$ cat config.mk
export PLATFORM = sky130hd
export DESIGN_NAME = imem_loader
export DESIGN_NICKNAME = d
export VERILOG_FILES = /design/src/rtl/mips_pkg.sv /design/src/rtl/byte_packer.sv /design/src/rtl/imem_loader.sv
export SDC_FILE = /design/constraint.sdc
export NUM_CORES = 1
export LEC_CHECK = 0
export CAP_MARGIN = 40
export CORE_ASPECT_RATIO = 0.8
export CORE_MARGIN = 4
export CORE_UTILIZATION = 57
export DETAILED_ROUTE_END_ITERATION = 8
export PLACE_DENSITY_LB_ADDON = 0.08
export SYNTH_ARGS = -nofsm -noshare
export SYNTH_HDL_FRONTEND = slang
export SYNTH_SLANG_ARGS = --single-unit
$ cat constraint.sdc
create_clock -name clk -period 5.1 [get_ports clk]
set_input_delay 0.765 -clock clk [delete_from_list [all_inputs] [get_ports clk]]
set_output_delay 0.765 -clock clk [all_outputs]
set_load 0.05 [all_outputs]
$ cat src/rtl/mips_pkg.sv
// mips_pkg -- shared constants and types for the instruction-memory loader.
//   IMEM_ADDR_W    : default instruction-memory word-address width (256 words)
//   BYTES_PER_WORD : program bytes per 32-bit instruction word
//   BCNT_W         : width of the byte-within-word counter
//   ldr_state_e    : loader FSM state encoding
package mips_pkg;
    localparam int IMEM_ADDR_W    = 8;
    localparam int BYTES_PER_WORD = 4;
    localparam int BCNT_W         = $clog2(BYTES_PER_WORD);

    typedef enum logic [2:0] {
        ST_IDLE  = 3'd0,
        ST_RECV  = 3'd1,
        ST_WRITE = 3'd2,
        ST_CHK   = 3'd3,
        ST_DONE  = 3'd4
    } ldr_state_e;
endpackage

$ cat src/rtl/byte_packer.sv
// byte_packer -- assembles a big-endian byte stream into 32-bit words.
// Ports:
//   clk, reset    : clock, asynchronous active-high reset
//   i_clr         : synchronous clear of counter and partial word (new load)
//   i_en          : a byte transfers this cycle
//   i_byte        : byte being transferred
//   o_word_nxt    : word including the current byte ({held[23:0], i_byte})
//   o_word_ready  : pulse, the current byte completes a word
module byte_packer
    import mips_pkg::*;
(
    input  logic        clk,
    input  logic        reset,
    input  logic        i_clr,
    input  logic        i_en,
    input  logic [7:0]  i_byte,
    output logic [31:0] o_word_nxt,
    output logic        o_word_ready
);
    localparam logic [BCNT_W-1:0] LAST_BYTE = BCNT_W'(BYTES_PER_WORD - 1);

    // Only the three most recent bytes need holding; the fourth is the live input.
    logic [23:0]       r_word;
    logic [BCNT_W-1:0] r_cnt;

    assign o_word_nxt   = {r_word, i_byte};
    assign o_word_ready = i_en && (r_cnt == LAST_BYTE);

    always_ff @(posedge clk or posedge reset) begin
        if (reset) begin
            r_word <= '0;
            r_cnt  <= '0;
        end else if (i_clr) begin
            r_word <= '0;
            r_cnt  <= '0;
        end else if (i_en) begin
            r_word <= o_word_nxt[23:0];
            r_cnt  <= r_cnt + BCNT_W'(1);   // wraps 3 -> 0
        end
    end
endmodule

$ cat src/rtl/imem_loader.sv
// imem_loader -- loads a byte-serial program image into instruction memory.
// Optional feature: define IMEM_LOADER_CHECKSUM_EN to receive a 4-byte trailer
// after the last word and compare it with the 32-bit wrap-around sum of the
// written words (err=1 on mismatch). Without it, err is tied low.
// Ports:
//   clk, reset             : clock, asynchronous active-high reset
//   start, load_len        : begin a load of load_len words (accepted in IDLE/DONE)
//   byte_valid, byte_data  : program byte stream, big-endian within each word
//   byte_ready             : loader accepts a byte this cycle
//   we, waddr, wdata       : instruction-memory write port (one cycle per word)
//   busy, done, err        : status
module imem_loader
    import mips_pkg::*;
#(
    parameter int ADDR_W = IMEM_ADDR_W
) (
    input  logic              clk,
    input  logic              reset,
    input  logic              start,
    input  logic [ADDR_W:0]   load_len,
    input  logic              byte_valid,
    input  logic [7:0]        byte_data,
    output logic              byte_ready,
    output logic              we,
    output logic [ADDR_W-1:0] waddr,
    output logic [31:0]       wdata,
    output logic              busy,
    output logic              done,
    output logic              err
);
    localparam logic [ADDR_W:0] MAX_LEN = {1'b1, {ADDR_W{1'b0}}};

    ldr_state_e        r_state;
    logic [ADDR_W:0]   r_len;
    logic [ADDR_W:0]   r_wcnt;
    logic [ADDR_W-1:0] r_addr;
    logic              r_we;
    logic [ADDR_W-1:0] r_waddr;
    logic [31:0]       r_wdata;

    logic              w_start_ok;
    logic              w_byte_en;
    logic [31:0]       w_word_nxt;
    logic              w_word_ready;
    logic [ADDR_W:0]   w_len_clamped;
    logic [ADDR_W:0]   w_wcnt_nxt;

    assign w_start_ok    = start && (r_state == ST_IDLE || r_state == ST_DONE);
    assign byte_ready    = (r_state == ST_RECV) || (r_state == ST_CHK);
    assign w_byte_en     = byte_valid && byte_ready;
    assign w_len_clamped = (load_len > MAX_LEN) ? MAX_LEN : load_len;
    assign w_wcnt_nxt    = r_wcnt + (ADDR_W+1)'(1);

    assign busy  = (r_state == ST_RECV) || (r_state == ST_WRITE) || (r_state == ST_CHK);
    assign done  = (r_state == ST_DONE);
    assign we    = r_we;
    assign waddr = r_waddr;
    assign wdata = r_wdata;

    byte_packer u_packer (
        .clk          (clk),
        .reset        (reset),
        .i_clr        (w_start_ok),
        .i_en         (w_byte_en),
        .i_byte       (byte_data),
        .o_word_nxt   (w_word_nxt),
        .o_word_ready (w_word_ready)
    );

`ifdef IMEM_LOADER_CHECKSUM_EN
    logic [31:0] r_sum;
    logic        r_err;
    assign err = r_err;
`else
    assign err = 1'b0;
`endif

    always_ff @(posedge clk or posedge reset) begin
        if (reset) begin
            r_state <= ST_IDLE;
            r_len   <= '0;
            r_wcnt  <= '0;
            r_addr  <= '0;
            r_we    <= 1'b0;
            r_waddr <= '0;
            r_wdata <= '0;
`ifdef IMEM_LOADER_CHECKSUM_EN
            r_sum   <= '0;
            r_err   <= 1'b0;
`endif
        end else begin
            r_we <= 1'b0;
            case (r_state)
                ST_IDLE, ST_DONE: begin
                    if (start) begin
                        r_len   <= w_len_clamped;
                        r_wcnt  <= '0;
                        r_addr  <= '0;
`ifdef IMEM_LOADER_CHECKSUM_EN
                        r_sum   <= '0;
                        r_err   <= 1'b0;
`endif
                        r_state <= (load_len == '0) ? ST_DONE : ST_RECV;
                    end
                end
                ST_RECV: begin
                    // Word completes on this byte: register the write so we
                    // pulses in the next cycle while the FSM sits in WRITE.
                    if (w_word_ready) begin
                        r_we    <= 1'b1;
                        r_waddr <= r_addr;
                        r_wdata <= w_word_nxt;
                        r_state <= ST_WRITE;
                    end
                end
                ST_WRITE: begin
                    r_addr <= r_addr + ADDR_W'(1);
                    r_wcnt <= w_wcnt_nxt;
`ifdef IMEM_LOADER_CHECKSUM_EN
                    r_sum  <= r_sum + r_wdata;
                    r_state <= (w_wcnt_nxt < r_len) ? ST_RECV : ST_CHK;
`else
                    r_state <= (w_wcnt_nxt < r_len) ? ST_RECV : ST_DONE;
`endif
                end
`ifdef IMEM_LOADER_CHECKSUM_EN
                ST_CHK: begin
                    if (w_word_ready) begin
                        r_err   <= (w_word_nxt != r_sum);
                        r_state <= ST_DONE;
                    end
                end
`endif
                default: r_state <= ST_IDLE;
            endcase
        end
    end
endmodule

After elaboration in Yosys (flattened, before gate mapping). Cells that the tools add are included. W data, S select, Z words.

Flip-flop bits (word level): 96. Input port bits: 21. Output and inout bits: 45. Logic and storage cells: 53.

Add/subtract/negate cells: 3. Order comparisons: 2. Eq/ne operators: 7. Multiplexer cells: 16. Reduce and logical (&&, ||, !) cells: 16.

Operators by type and width (number): $mux W24 (2); $mux W9 (2); $pmux W9 S2 (1); $pmux W8 S2 (1); $mux W3 (4); $add A9 B1 Y9 const B (1); $gt A9 B9 Y1 const B (1); $logic_not A9 Y1 (1); $lt A9 B9 Y1 (1); $pmux W3 S3 (1); $add A8 B1 Y8 const B (1); $mux W8 (1); $reduce_and A2 Y1 (4); $eq A3 B2 Y1 const B (2); $logic_or A1 B1 Y1 (4); $mux W2 (2); $reduce_bool A2 Y1 (2); $eq A3 B1 Y1 const B (1); $eq A3 B3 Y1 const B (1); $logic_and A1 B1 Y1 (3); $logic_not A3 Y1 (1); $add A2 B1 Y2 const B (1); $eq A2 B2 Y1 const B (1); $mux W1 (2); other kinds (3) (3).

Logic depth before layout (Yosys ltp). Gate-level depths: netlist of run 1.

Depth after elaboration: 6. Mapped depth: 11. Mapped depth without buffers: 11.

Cells and area by module. Synthesis of run 1 repeated with hierarchy kept, for this count alone.

Cells, all modules: 344. Area, all modules: 4475.5 sq um.

Modules (own cells, without submodules): imem_loader (times used 1, cells each 249, area an instance 3316.9 sq um, sequential area each 1751.7 sq um); byte_packer (times used 1, cells each 95, area an instance 1158.6 sq um, sequential area each 650.6 sq um).

Least setup slack after synthesis of run 1. Ideal clock, no wire load.

Kind: reg2reg. Start point: reg r_wcnt[0]. End point: reg r_state[2]. Setup time: 0.121 ns. Data arrival time: 2.109 ns. Required time: 4.979 ns. Slack: 2.870 ns. Cell stages (with the launch flop): 12. Buffers on the path: 0. Period minus slack after synthesis: 2.230 ns. Cells stage by stage: dfrtp_1 -> ha_1 -> nand3_1 -> nor2_1 -> nand3_1 -> xnor2_1 -> ha_1 -> nand2_1 -> nor2_1 -> a211oi_1 -> o21ai_0 -> a22o_1.

Word-level cells in the longest chain between the ends: 4.

RTL lines: start: declaration (RTL line imem_loader.sv:35) `logic [ADDR_W:0] r_wcnt;`; start signal: assignment (RTL line imem_loader.sv:118) `r_wcnt <= w_wcnt_nxt;`; $add A9 B1 Y9 (RTL line imem_loader.sv:52) `assign w_wcnt_nxt = r_wcnt + (ADDR_W+1)'(1);`; $lt A9 B9 Y1 (RTL line imem_loader.sv:123) `r_state <= (w_wcnt_nxt < r_len) ? ST_RECV : ST_DONE;`; $mux W3 (RTL line imem_loader.sv:123); $pmux W3 S3 (RTL line imem_loader.sv:93) `case (r_state)`; end signal: assignment (RTL line imem_loader.sv:103) `r_state <= (load_len == '0) ? ST_DONE : ST_RECV;`; end signal: assignment (RTL line imem_loader.sv:123); end: declaration (RTL line imem_loader.sv:33) `ldr_state_e r_state;`.

No other way between the ends. A chain may end at the register's enable or synchronous reset.

Worst setup path after layout of run 1.
Start point: reg r_state[1]. End point: out done.

Word-level cells in the longest chain between the ends: 1.

RTL lines: $eq A3 B3 Y1 (RTL line imem_loader.sv:55) `assign done = (r_state == ST_DONE);`; end: declaration (RTL line imem_loader.sv:28) `output logic done,`.

No other way between the ends.

==> impl_metrics.csv, run 1 <==
group,metric,value,unit
status,outcome,"complete, no violations",
sta,post-route-min-period,3020,ps
hold_path,min-delay-path-class,"register to register",
sta,final_critical_path_setup_slack,2080,ps
route,aggregate_routed_wire_length,7530,µm
route,drc,0,
route,antenna_left,0,
clocking,postCtsSetupRepairBufs,0,
synth,syn-num-nets,349,
synth,synth-edff-count,0,
sta,fmax,331,MHz
power_and_ir_drop,power.share.switching,40.5,%
power_and_ir_drop,pwr-share-comb,42.5,%
synth,cells_after_synthesis,317,
placement,detailedPlacementHpwl,5300,µm
floorplan,fp.dieH,83.5,µm
power_and_ir_drop,totalPowerFinal,0.00293,W
clocking,cts.clk_slew.worst_paths,90,ps
final_layout,final_nets,414,
clocking,clock_sinks,96,
worst_setup_path,critical-path-top-delay-family,"buffers and inverters",
grt,largest_net_degree_at_the_start_of_global_routing,46,
worst_setup_path,critPathKind,"register to primary output",
worst_setup_path,critical_path_arrival,2260,ps
worst_setup_path,timing.critical_path.buf_inv,1,
clocking,tritoncts,"built",
grt,number_of_antenna_violations_at_the_first_check_in_global_routing,0,
synth,netlist_area,0.00407,mm²
floorplan,floorplan.initialDensity,59.0,%
clocking,tritoncts.num_buffers,9,
worst_setup_path,cp-end-kind,"primary output",
sta,timing_worst_slew_pin_value,772,ps
floorplan,design.die.area,0.00856,mm²
synth,postSynth.topFlopCell,"dfrtp_1",
clocking,root_buffer,"clkbuf_8",
floorplan,floorplan.io_pins,66,
worst_setup_path,worstPathMaxFanout,6,
synth,ys_seq_elements,96,
synth,synthDistinctLibCells,36,
synth,yosysWarnings,0,
worst_setup_path,crit_path_largest_cell_delay,820,ps
grt,grt_pass1_wl,12800,µm
sta,finalSetupViolations,0,
sta,final-max-slew-violation-count,0,
grt,global_route.usage.total,19.1,%
synth,synthArstFlopShare,100,%
power_and_ir_drop,power.share.sequential,40.9,%
final_layout,layout-area-overhead-vs-synth,22.7,%
synth,ys_seq_area_share,59.1,%
clocking,post_cts_resized,0,
route,post_drt_wl_per_cell,15.9,µm
power_and_ir_drop,static-leakage-power,2.31,nW
sta,fin_hold_ws,487,ps
floorplan,horizontal_extent_of_the_die,102,µm
worst_setup_path,worstPathRequired,4340,ps
floorplan,num_rows,27,
power_and_ir_drop,power.density_cell_area,586,mW/mm²
clocking,worst_skew_pair.late_latency,350,ps
sta,fin_crit_sh,59.3,%
route,vias,2641,
final_layout,final.fill_count,494,
power_and_ir_drop,vdd.ir_drop.worst,0.436,mV
worst_setup_path,master_of_the_slowest_instance_on_the_critical_path,"clkdlybuf4s50_1",
grt,first_global_vias,2592,
sta,grt_setup_unrepaired,"false",
sta,final-hold-violation-count,0,
route,routed_vias_inst,5.57,
placement,detailedPlace.worstSlack,1990,ps
power_and_ir_drop,internal-power,0.00174,W
job,timing.max_cap.violations,0,
worst_setup_path,cp-startpoint,"r_state[1]$_DFFE_PP0P_",
final_layout,final_core_utilization,72.4,%
placement,port-buffer-count,64,
clocking,postCtsHoldBufs,0,
synth,syn_avg_cell_area,12.8,µm²
power_and_ir_drop,switching_power,0.00118,W
route,initialDrtViolationCount,89,
sta,worst_rel_slew_slack,48.5,%
worst_setup_path,rrSetupSlack,2460,ps
placement,globalplace.congestion,0.777,
hold_path,worstHoldStart,"waddr[3]$_DFFE_PP0P_",
final_layout,drive_above_1_share,17.1,%
worst_setup_path,crit_chain,"nor2_1 -> and2_1 -> clkdlybuf4s50_1",
route,detailedRoute.firstPassIterationCount,4,
worst_setup_path,reg2reg_from,"r_wcnt[0]$_DFFE_PP0P_",
floorplan,core,0.00689,mm²
final_layout,diodes,0,
worst_setup_path,cp-start-kind,"register",
grt,globalRouteOverflowTotal,0,
clocking,cts_htree_levels,3,
power_and_ir_drop,power_frac_clock,16.6,%
sta,finalSetupTns,0,ps
sta,timing.clock.skew,10.9,ps
clocking,cts-root-to-sink-buffers,2,
-- layout make-up --
class / instances / area (µm²) / area share [%]
sequential: 96 / 2400 / 48.2
multi-input combinational: 196 / 1530 / 30.6
timing repair buffer: 70 / 718 / 14.4
clock buffer: 10 / 128 / 2.56
tap: 87 / 109 / 2.18
clock inverter: 6 / 67.6 / 1.35
inverter: 9 / 35.0 / 0.702
-- cell usage after synthesis, drive strengths merged, types with 5 or more instances --
cell | instances | share of area (%)
ha | 11 | 3.4
a22o | 33 | 7.1
clkbuf | 6 | 0.55
o21ai | 24 | 3.0
nand2 | 24 | 2.2
mux2 | 42 | 12
a21oi | 5 | 0.89
nand3 | 5 | 0.62
dfrtp | 96 | 59
buf | 10 | 1.9
nand2b | 8 | 1.2
inv | 9 | 0.83
nor2 | 10 | 0.92
-- routing by layer --
metal	wire length (µm)	share of wire, %	vias up	global-route usage, %
li1	-	-	1271	-
met5	0	0	-	0
met2	3210	43	65	26.2
met3	400	5.3	9	5.26
met1	3830	51	1296	29.7
met4	88	1.2	0	5.48
-- metrics by stage --
step	instances	area, µm²
4_1_cts	474	4990
3_5_place_dp	458	4790
2_1_floorplan	317	4070
5_1_grt	474	4990
6_report	474	4990
3_3_place_gp	454	4730
-- registers in the layout, indices dropped and copies added (netlist names) --
name,count
u_packer.r_word,24
waddr,8
r_wcnt,9
r_state,3
r_len,9
wdata,32
u_packer.r_cnt,2
we,1
r_addr,8
-- cells by family after synthesis --
kind of cell,synth area share (%)
flops,59.1
compound gates,12.7
simple gates,8.34
mux,11.6
buf+inv,3.29
fa+ha+maj,3.39
xor+xnor,1.51
other cells,0.0922
-- power groups by stage --
stage               combinational (W)  sequential, W  clock (W)
global placement              0.00121        0.00120          0
detailed placement            0.00125        0.00121          0
floorplan                    0.000463        0.00158          0
global route                  0.00133        0.00124   0.000531
finish                        0.00124        0.00120   0.000487
CTS                           0.00126        0.00120   0.000502
-- path summary, 6_finish.rpt --
| check | to | cells past startpoint |
|---|---|---|
| worst max register to register | r_state[2]$_DFFE_PP0P_ | 11 |
| worst min register to register | waddr[3]$_DFFE_PP0P_ | 1 |
| min in group asynchronous | r_len[8]$_DFFE_PP0P_ | 2 |
| max in group asynchronous | r_wcnt[2]$_DFFE_PP0P_ | 4 |
| worst min-delay path | waddr[3]$_DFFE_PP0P_ | 1 |
| worst max-delay path | done | 3 |
-- placed cells by master (no fill, tap or decap), types with 5 or more instances in the layout --
cell type	instances
nand3_1	5
nand2b_1	8
nand2_1	24
clkdlybuf4s50_1	64
clkbuf_8	9
ha_1	11
nor2_1	10
dfrtp_1	96
mux2_2	38
a22o_1	33
o21ai_0	24
inv_1	8
(Power assumes the default switching activity.)
==> run 2, diff against run 1 <==
--- a/config.mk
+++ b/config.mk
@@ -8,7 +8,7 @@
 export CAP_MARGIN = 40
 export CORE_ASPECT_RATIO = 0.8
 export CORE_MARGIN = 4
-export CORE_UTILIZATION = 57
+export CORE_UTILIZATION = 53
 export DETAILED_ROUTE_END_ITERATION = 8
 export PLACE_DENSITY_LB_ADDON = 0.08
 export SYNTH_ARGS = -nofsm -noshare
==> constraint.sdc (replaced) <==
create_clock -name clk -period 2.8 [get_ports clk]
set_input_delay 0.42 -clock clk [delete_from_list [all_inputs] [get_ports clk]]
set_output_delay 0.42 -clock clk [all_outputs]
set_load 0.05 [all_outputs]
==> impl_metrics.csv, run 2 (synthesis results as in run 1) <==
group,metric,value,unit
sta,finalSetupViolations,0,
clocking,post_cts_resized,0,
sta,fin_hold_ws,319,ps
power_and_ir_drop,power.density_cell_area,1060,mW/mm²
grt,grt_pass1_wl,12900,µm
worst_setup_path,cp-end-kind,"primary output",
grt,globalRouteOverflowTotal,0,
clocking,cts.clk_slew.worst_paths,90,ps
placement,globalplace.congestion,0.865,
worst_setup_path,rr_worst_depth,11,
placement,detailedPlacementHpwl,5340,µm
worst_setup_path,cp-start-kind,"register",
clocking,cts_htree_levels,3,
worst_setup_path,worstPathMaxFanout,6,
clocking,tritoncts.num_buffers,9,
final_layout,diodes,0,
final_layout,multi_input_area,0.00153,mm²
final_layout,layout.cells.most_common_list,"dfrtp_1, clkdlybuf4s50_1, mux2_2, a22o_1",
grt,global_route.usage.total,17.9,%
worst_setup_path,critPathKind,"register to primary output",
route,antenna_left,0,
sta,fmax,382,MHz
floorplan,core,0.00743,mm²
route,detailedRoute.firstPassIterationCount,4,
status,outcome,"complete, no violations",
sta,post-route-min-period,2620,ps
sta,finalSetupTns,0,ps
final_layout,final.fill_count,568,
route,drc,0,
sta,final-max-slew-violation-count,0,
route,vias,2663,
sta,timing.clock.skew,9.78,ps
grt,first_global_vias,2599,
floorplan,floorplan.initialDensity,54.7,%
floorplan,design.die.area,0.00914,mm²
sta,grt_setup_unrepaired,"false",
route,initialDrtViolationCount,153,
clocking,cts-root-to-sink-buffers,2,
grt,number_of_antenna_violations_at_the_first_check_in_global_routing,0,
clocking,postCtsHoldBufs,0,
power_and_ir_drop,static-leakage-power,2.30,nW
worst_setup_path,rr_endpoint,"r_state[2]$_DFFE_PP0P_",
grt,largest_net_degree_at_the_start_of_global_routing,90,
floorplan,num_rows,28,
placement,port-buffer-count,64,
worst_setup_path,worstPathRequired,2380,ps
final_layout,drive_above_1_share,17.1,%
route,post_drt_wl_per_cell,15.6,µm
power_and_ir_drop,totalPowerFinal,0.00532,W
power_and_ir_drop,vdd.ir_drop.worst,0.682,mV
final_layout,largest_register_ffs,32,
worst_setup_path,cp-startpoint,"r_state[1]$_DFFE_PP0P_",
sta,worst_rel_slew_slack,50.7,%
worst_setup_path,rrSetupSlack,320,ps
final_layout,layout-area-overhead-vs-synth,22.9,%
sta,final-hold-violation-count,0,
hold_path,min-delay-path-class,"input pin to async pin",
final_layout,design_area,0.00499,mm²
floorplan,floorplan.io_pins,66,
sta,timing_worst_slew_pin_value,738,ps
final_layout,final_core_utilization,67.3,%
clocking,worst_skew_pair.late_latency,360,ps
floorplan,horizontal_extent_of_the_die,106,µm
final_layout,ff_latch_area,0.00240,mm²
floorplan,fp.dieH,86.3,µm
clocking,tritoncts,"built",
route,aggregate_routed_wire_length,7670,µm
sta,fin_crit_sh,93.6,%
clocking,clock_sinks,96,
worst_setup_path,critical_path_arrival,2200,ps
final_layout,most_common_cell_after_layout_fill_and_taps_aside,"dfrtp_1",
placement,dpl_cell_area,0.00480,mm²
worst_setup_path,reg2reg_from,"r_wcnt[0]$_DFFE_PP0P_",
final_layout,final_nets,414,
job,timing.max_cap.violations,0,
route,routed_vias_inst,5.41,
clocking,root_buffer,"clkbuf_8",
clocking,postCtsSetupRepairBufs,0,
==> run 2: changes by cell type in the layout (fill, tap and decap cells not counted), sizes merged <==
cell / previous run / this run
inv: 10 / 9
clkinvlp: 1 / 2
==> run 2: critical path: stages, from the launching register on <==
cell and delay (ps):
dfrtp_1 460, nor2_1 400, and2_1 200, clkdlybuf4s50_1 800
==> run 2: final cells by class <==
class                           count  share of cell area (%)
Clock inverter                      6                    1.38
Inverter                            9                   0.752
Sequential cell                    96                    48.1
Clock buffer                       10                    2.56
Tap cell                          105                    2.63
Multi-Input combinational cell    196                    30.6
Timing Repair Buffer               70                    14.0
==> run 2: layer usage <==
layer	share of wire [%]	wire (µm)	GRT usage (%)
met1	49	3770	25.7
met2	43	3320	26.4
met3	6.6	503	4.77
met4	0.99	76	6.24
met5	0	0	0
==> run 2: worst max path at each step <==
stage | end | slack, ps | cells past startpoint
4_1_cts | done | 150 | 3
3_3_place_gp | r_state[2]$_DFFE_PP0P_ | 450 | 11
5_1_grt | r_state[2]$_DFFE_PP0P_ | 60 | 11
3_5_place_dp | r_state[2]$_DFFE_PP0P_ | 310 | 11
2_1_floorplan | r_state[2]$_DFFE_PP0P_ | 570 | 11
6_report | done | 180 | 3
==> run 2: through the flow <==
stage                     cells  worst slack [ps]
final                       492               180
after floorplan             317               570
after CTS                   492               151
after global placement      476               453
after detailed placement    476               312
after global routing        492              59.1
==> run 2: report_power, final <==
group,internal (W),switching (W)
combinational,0.000881,0.00138
sequential,0.00186,0.000307
clock,0.000418,0.000471
total,0.00316,0.00216
==> run 3, diff against run 2 <==
--- a/config.mk
+++ b/config.mk
@@ -5,12 +5,14 @@
 export SDC_FILE = /design/constraint.sdc
 export NUM_CORES = 1
 export LEC_CHECK = 0
+export ABC_AREA = 1
 export CAP_MARGIN = 40
 export CORE_ASPECT_RATIO = 0.8
 export CORE_MARGIN = 4
 export CORE_UTILIZATION = 53
 export DETAILED_ROUTE_END_ITERATION = 8
 export PLACE_DENSITY_LB_ADDON = 0.08
+export SKIP_LAST_GASP = 1
 export SYNTH_ARGS = -nofsm -noshare
 export SYNTH_HDL_FRONTEND = slang
 export SYNTH_SLANG_ARGS = --single-unit
==> impl_metrics.csv, run 3 <==
group,metric,value,unit
worst_setup_path,worstPathMaxFanout,5,
floorplan,num_rows,28,
worst_setup_path,critPathKind,"register to primary output",
final_layout,final.fill_count,614,
synth,synth-edff-count,0,
clocking,cts-root-to-sink-buffers,2,
hold_path,worstHoldStart,"u_packer.r_cnt[0]$_DFFE_PP0P_",
synth,synthArstFlopShare,100,%
floorplan,horizontal_extent_of_the_die,107,µm
synth,ys_seq_elements,96,
worst_setup_path,rr_worst_depth,16,
synth,synthMostInstantiatedCell,"nand2_1",
clocking,clock_sinks,96,
worst_setup_path,rrSetupSlack,630,ps
worst_setup_path,cp-end-kind,"primary output",
clocking,cts.clk_slew.worst_paths,100,ps
clocking,cts_htree_levels,3,
clocking,worst_skew_pair.late_latency,360,ps
floorplan,fp.dieH,87.1,µm
synth,ys_seq_area_share,58.0,%
synth,synth_area_leaders,"dfrtp_1, nand2_1, inv_1, o22ai_1, o21ai_1",
route,vias,3182,
synth,cells_after_synthesis,456,
synth,synth_top_area_share,58.0,%
route,post_drt_wl_per_cell,13.6,µm
route,aggregate_routed_wire_length,8600,µm
final_layout,drive_above_1_share,7.22,%
floorplan,design.die.area,0.00931,mm²
route,met3_length,429,µm
sta,fin_crit_sh,88.0,%
floorplan,floorplan.io_pins,66,
final_layout,final_nets,553,
placement,port-buffer-count,64,
worst_setup_path,reg2reg_from,"r_wcnt[0]$_DFFE_PP0P_",
placement,detailedPlacementHpwl,6060,µm
route,initialDrtViolationCount,115,
route,routed_vias_inst,5.04,
clocking,tritoncts.num_buffers,9,
floorplan,floorplan.initialDensity,55.3,%
sta,worst_rel_slew_slack,48.1,%
clocking,postCtsHoldBufs,0,
grt,largest_net_degree_at_the_start_of_global_routing,35,
sta,fmax,406,MHz
grt,number_of_antenna_violations_at_the_first_check_in_global_routing,0,
sta,finalSetupViolations,0,
status,outcome,"complete, no violations",
grt,first_global_vias,3114,
grt,grt_pass1_wl,14800,µm
final_layout,layout.cells.most_common_list,"nand2_1, dfrtp_1, inv_1, clkdlybuf4s50_1, o21ai_1",
synth,synthDominantAreaCellType,"dfrtp_1",
worst_setup_path,worstPathRequired,2380,ps
hold_path,worst_hold_path.endpoint,"u_packer.r_cnt[0]$_DFFE_PP0P_",
synth,synthDistinctLibCells,31,
floorplan,core,0.00750,mm²
route,dr_wl_met2,3850,µm
sta,finalSetupTns,0,ps
synth,syn-num-nets,488,
sta,post-route-min-period,2460,ps
clocking,root_buffer,"clkbuf_8",
worst_setup_path,cp-start-kind,"register",
synth,postSynth.topFlopCell,"dfrtp_1",
sta,grt_setup_unrepaired,"false",
sta,timing.clock.skew,8.77,ps
sta,final-hold-violation-count,0,
power_and_ir_drop,vdd.ir_drop.worst,0.609,mV
clocking,post_cts_resized,0,
route,drc,0,
final_layout,most_common_cell_after_layout_fill_and_taps_aside,"nand2_1",
sta,timing_worst_slew_pin_value,777,ps
final_layout,diodes,0,
hold_path,min-delay-path-class,"register to register",
clocking,postCtsSetupRepairBufs,0,
worst_setup_path,critical_path_arrival,2040,ps
route,route.layer.met1.wl,4250,µm
route,dr.max_layer_used,"met4",
placement,dpl_cell_area,0.00490,mm²
power_and_ir_drop,power.density_cell_area,1050,mW/mm²
worst_setup_path,rr_endpoint,"r_state[2]$_DFFE_PP0P_",
final_layout,design_area,0.00511,mm²
synth,netlist_area,0.00415,mm²
synth,post_synth_top_cells,"nand2_1, dfrtp_1, inv_1",
power_and_ir_drop,static-leakage-power,2.49,nW
grt,globalRouteOverflowTotal,0,
final_layout,largest_register_ffs,32,
job,timing.max_cap.violations,0,
route,detailedRoute.firstPassIterationCount,4,
sta,final-max-slew-violation-count,0,
route,antenna_left,0,
placement,globalplace.congestion,0.844,
hold_path,holdPathStages,1,
grt,global_route.usage.total,20.0,%
clocking,tritoncts,"built",
synth,syn_avg_cell_area,9.09,µm²
synth,yosysWarnings,0,
final_layout,layout-area-overhead-vs-synth,23.2,%
[run 3: cell types whose count changed after synthesis, moves of 17 or more]
cell and change:
o21ai_0 -17, mux2_2 -38, inv_1 +66, nand2_1 +78, o21ai_1 +43, o22ai_1 +37
a22o_1 -32
[run 3: through the flow]
stage | util (%) | hold WS, ps | worst slack, ps | std cells | total power [W]
after floorplan | - | 457 | 810 | 456 | 0.00371
after global placement | 65.4 | 459 | 728 | 615 | 0.00438
after detailed placement | 65.4 | 468 | 624 | 615 | 0.00446
after CTS | 68.1 | 489 | 319 | 631 | 0.00540
after global routing | 68.1 | 504 | 228 | 631 | 0.00569
final | 68.1 | 491 | 337 | 631 | 0.00536
[run 3: area by class of cell]
class / count / area, µm² / share of cell area [%]
flip-flops and latches: 96 / 2400 / 47.0
inverters: 80 / 304 / 5.95
well taps: 105 / 131 / 2.57
clock inverters: 6 / 76.3 / 1.49
multi-input cells: 263 / 1350 / 26.4
repair buffers: 71 / 718 / 14.1
clock buffers: 10 / 128 / 2.50
[run 3: how the worst max path moves through the flow]
stage	start	end	slack, ps	cells after the start
6_report	r_state[1]$_DFFE_PP0P_	done	340	4
5_1_grt	r_state[1]$_DFFE_PP0P_	done	230	4
4_1_cts	r_state[1]$_DFFE_PP0P_	done	320	4
3_5_place_dp	r_wcnt[0]$_DFFE_PP0P_	r_state[2]$_DFFE_PP0P_	620	14
3_3_place_gp	r_wcnt[0]$_DFFE_PP0P_	r_state[2]$_DFFE_PP0P_	730	16
2_1_floorplan	r_wcnt[0]$_DFFE_PP0P_	r_state[2]$_DFFE_PP0P_	810	16
[run 3: critical path, stage by stage, from the launching register on]
cell	delay [ps]
dfrtp_1	470
nor2_2	230
inv_2	60
nor2_1	100
clkdlybuf4s50_1	810
[run 3: kinds of logic after synthesis]
family,after synthesis,synth area share [%]
DFF,96,58.0
other,1,0.0905
buffers and inverters,97,9.57
adders and majority gates,11,3.32
AOI/OAI and AO/OA,93,12.6
and+or+nand+nor,156,16.1
muxes,1,0.241
xor gates and xnor gates,1,0.211
[run 3: per-layer routing]
metal | track usage (%) | vias up
li1 | - | 1600
met1 | 28.6 | 1512
met2 | 30.7 | 65
met3 | 5.34 | 5
met4 | 4.88 | 0
met5 | 0 | -
[run 3: report_power, final]
group | leakage, nW | switching (W) | internal (W)
clock network | 0.103 | 0.000517 | 0.000430
logic | 1.11 | 0.00159 | 0.000768
registers | 1.27 | 0.000208 | 0.00185
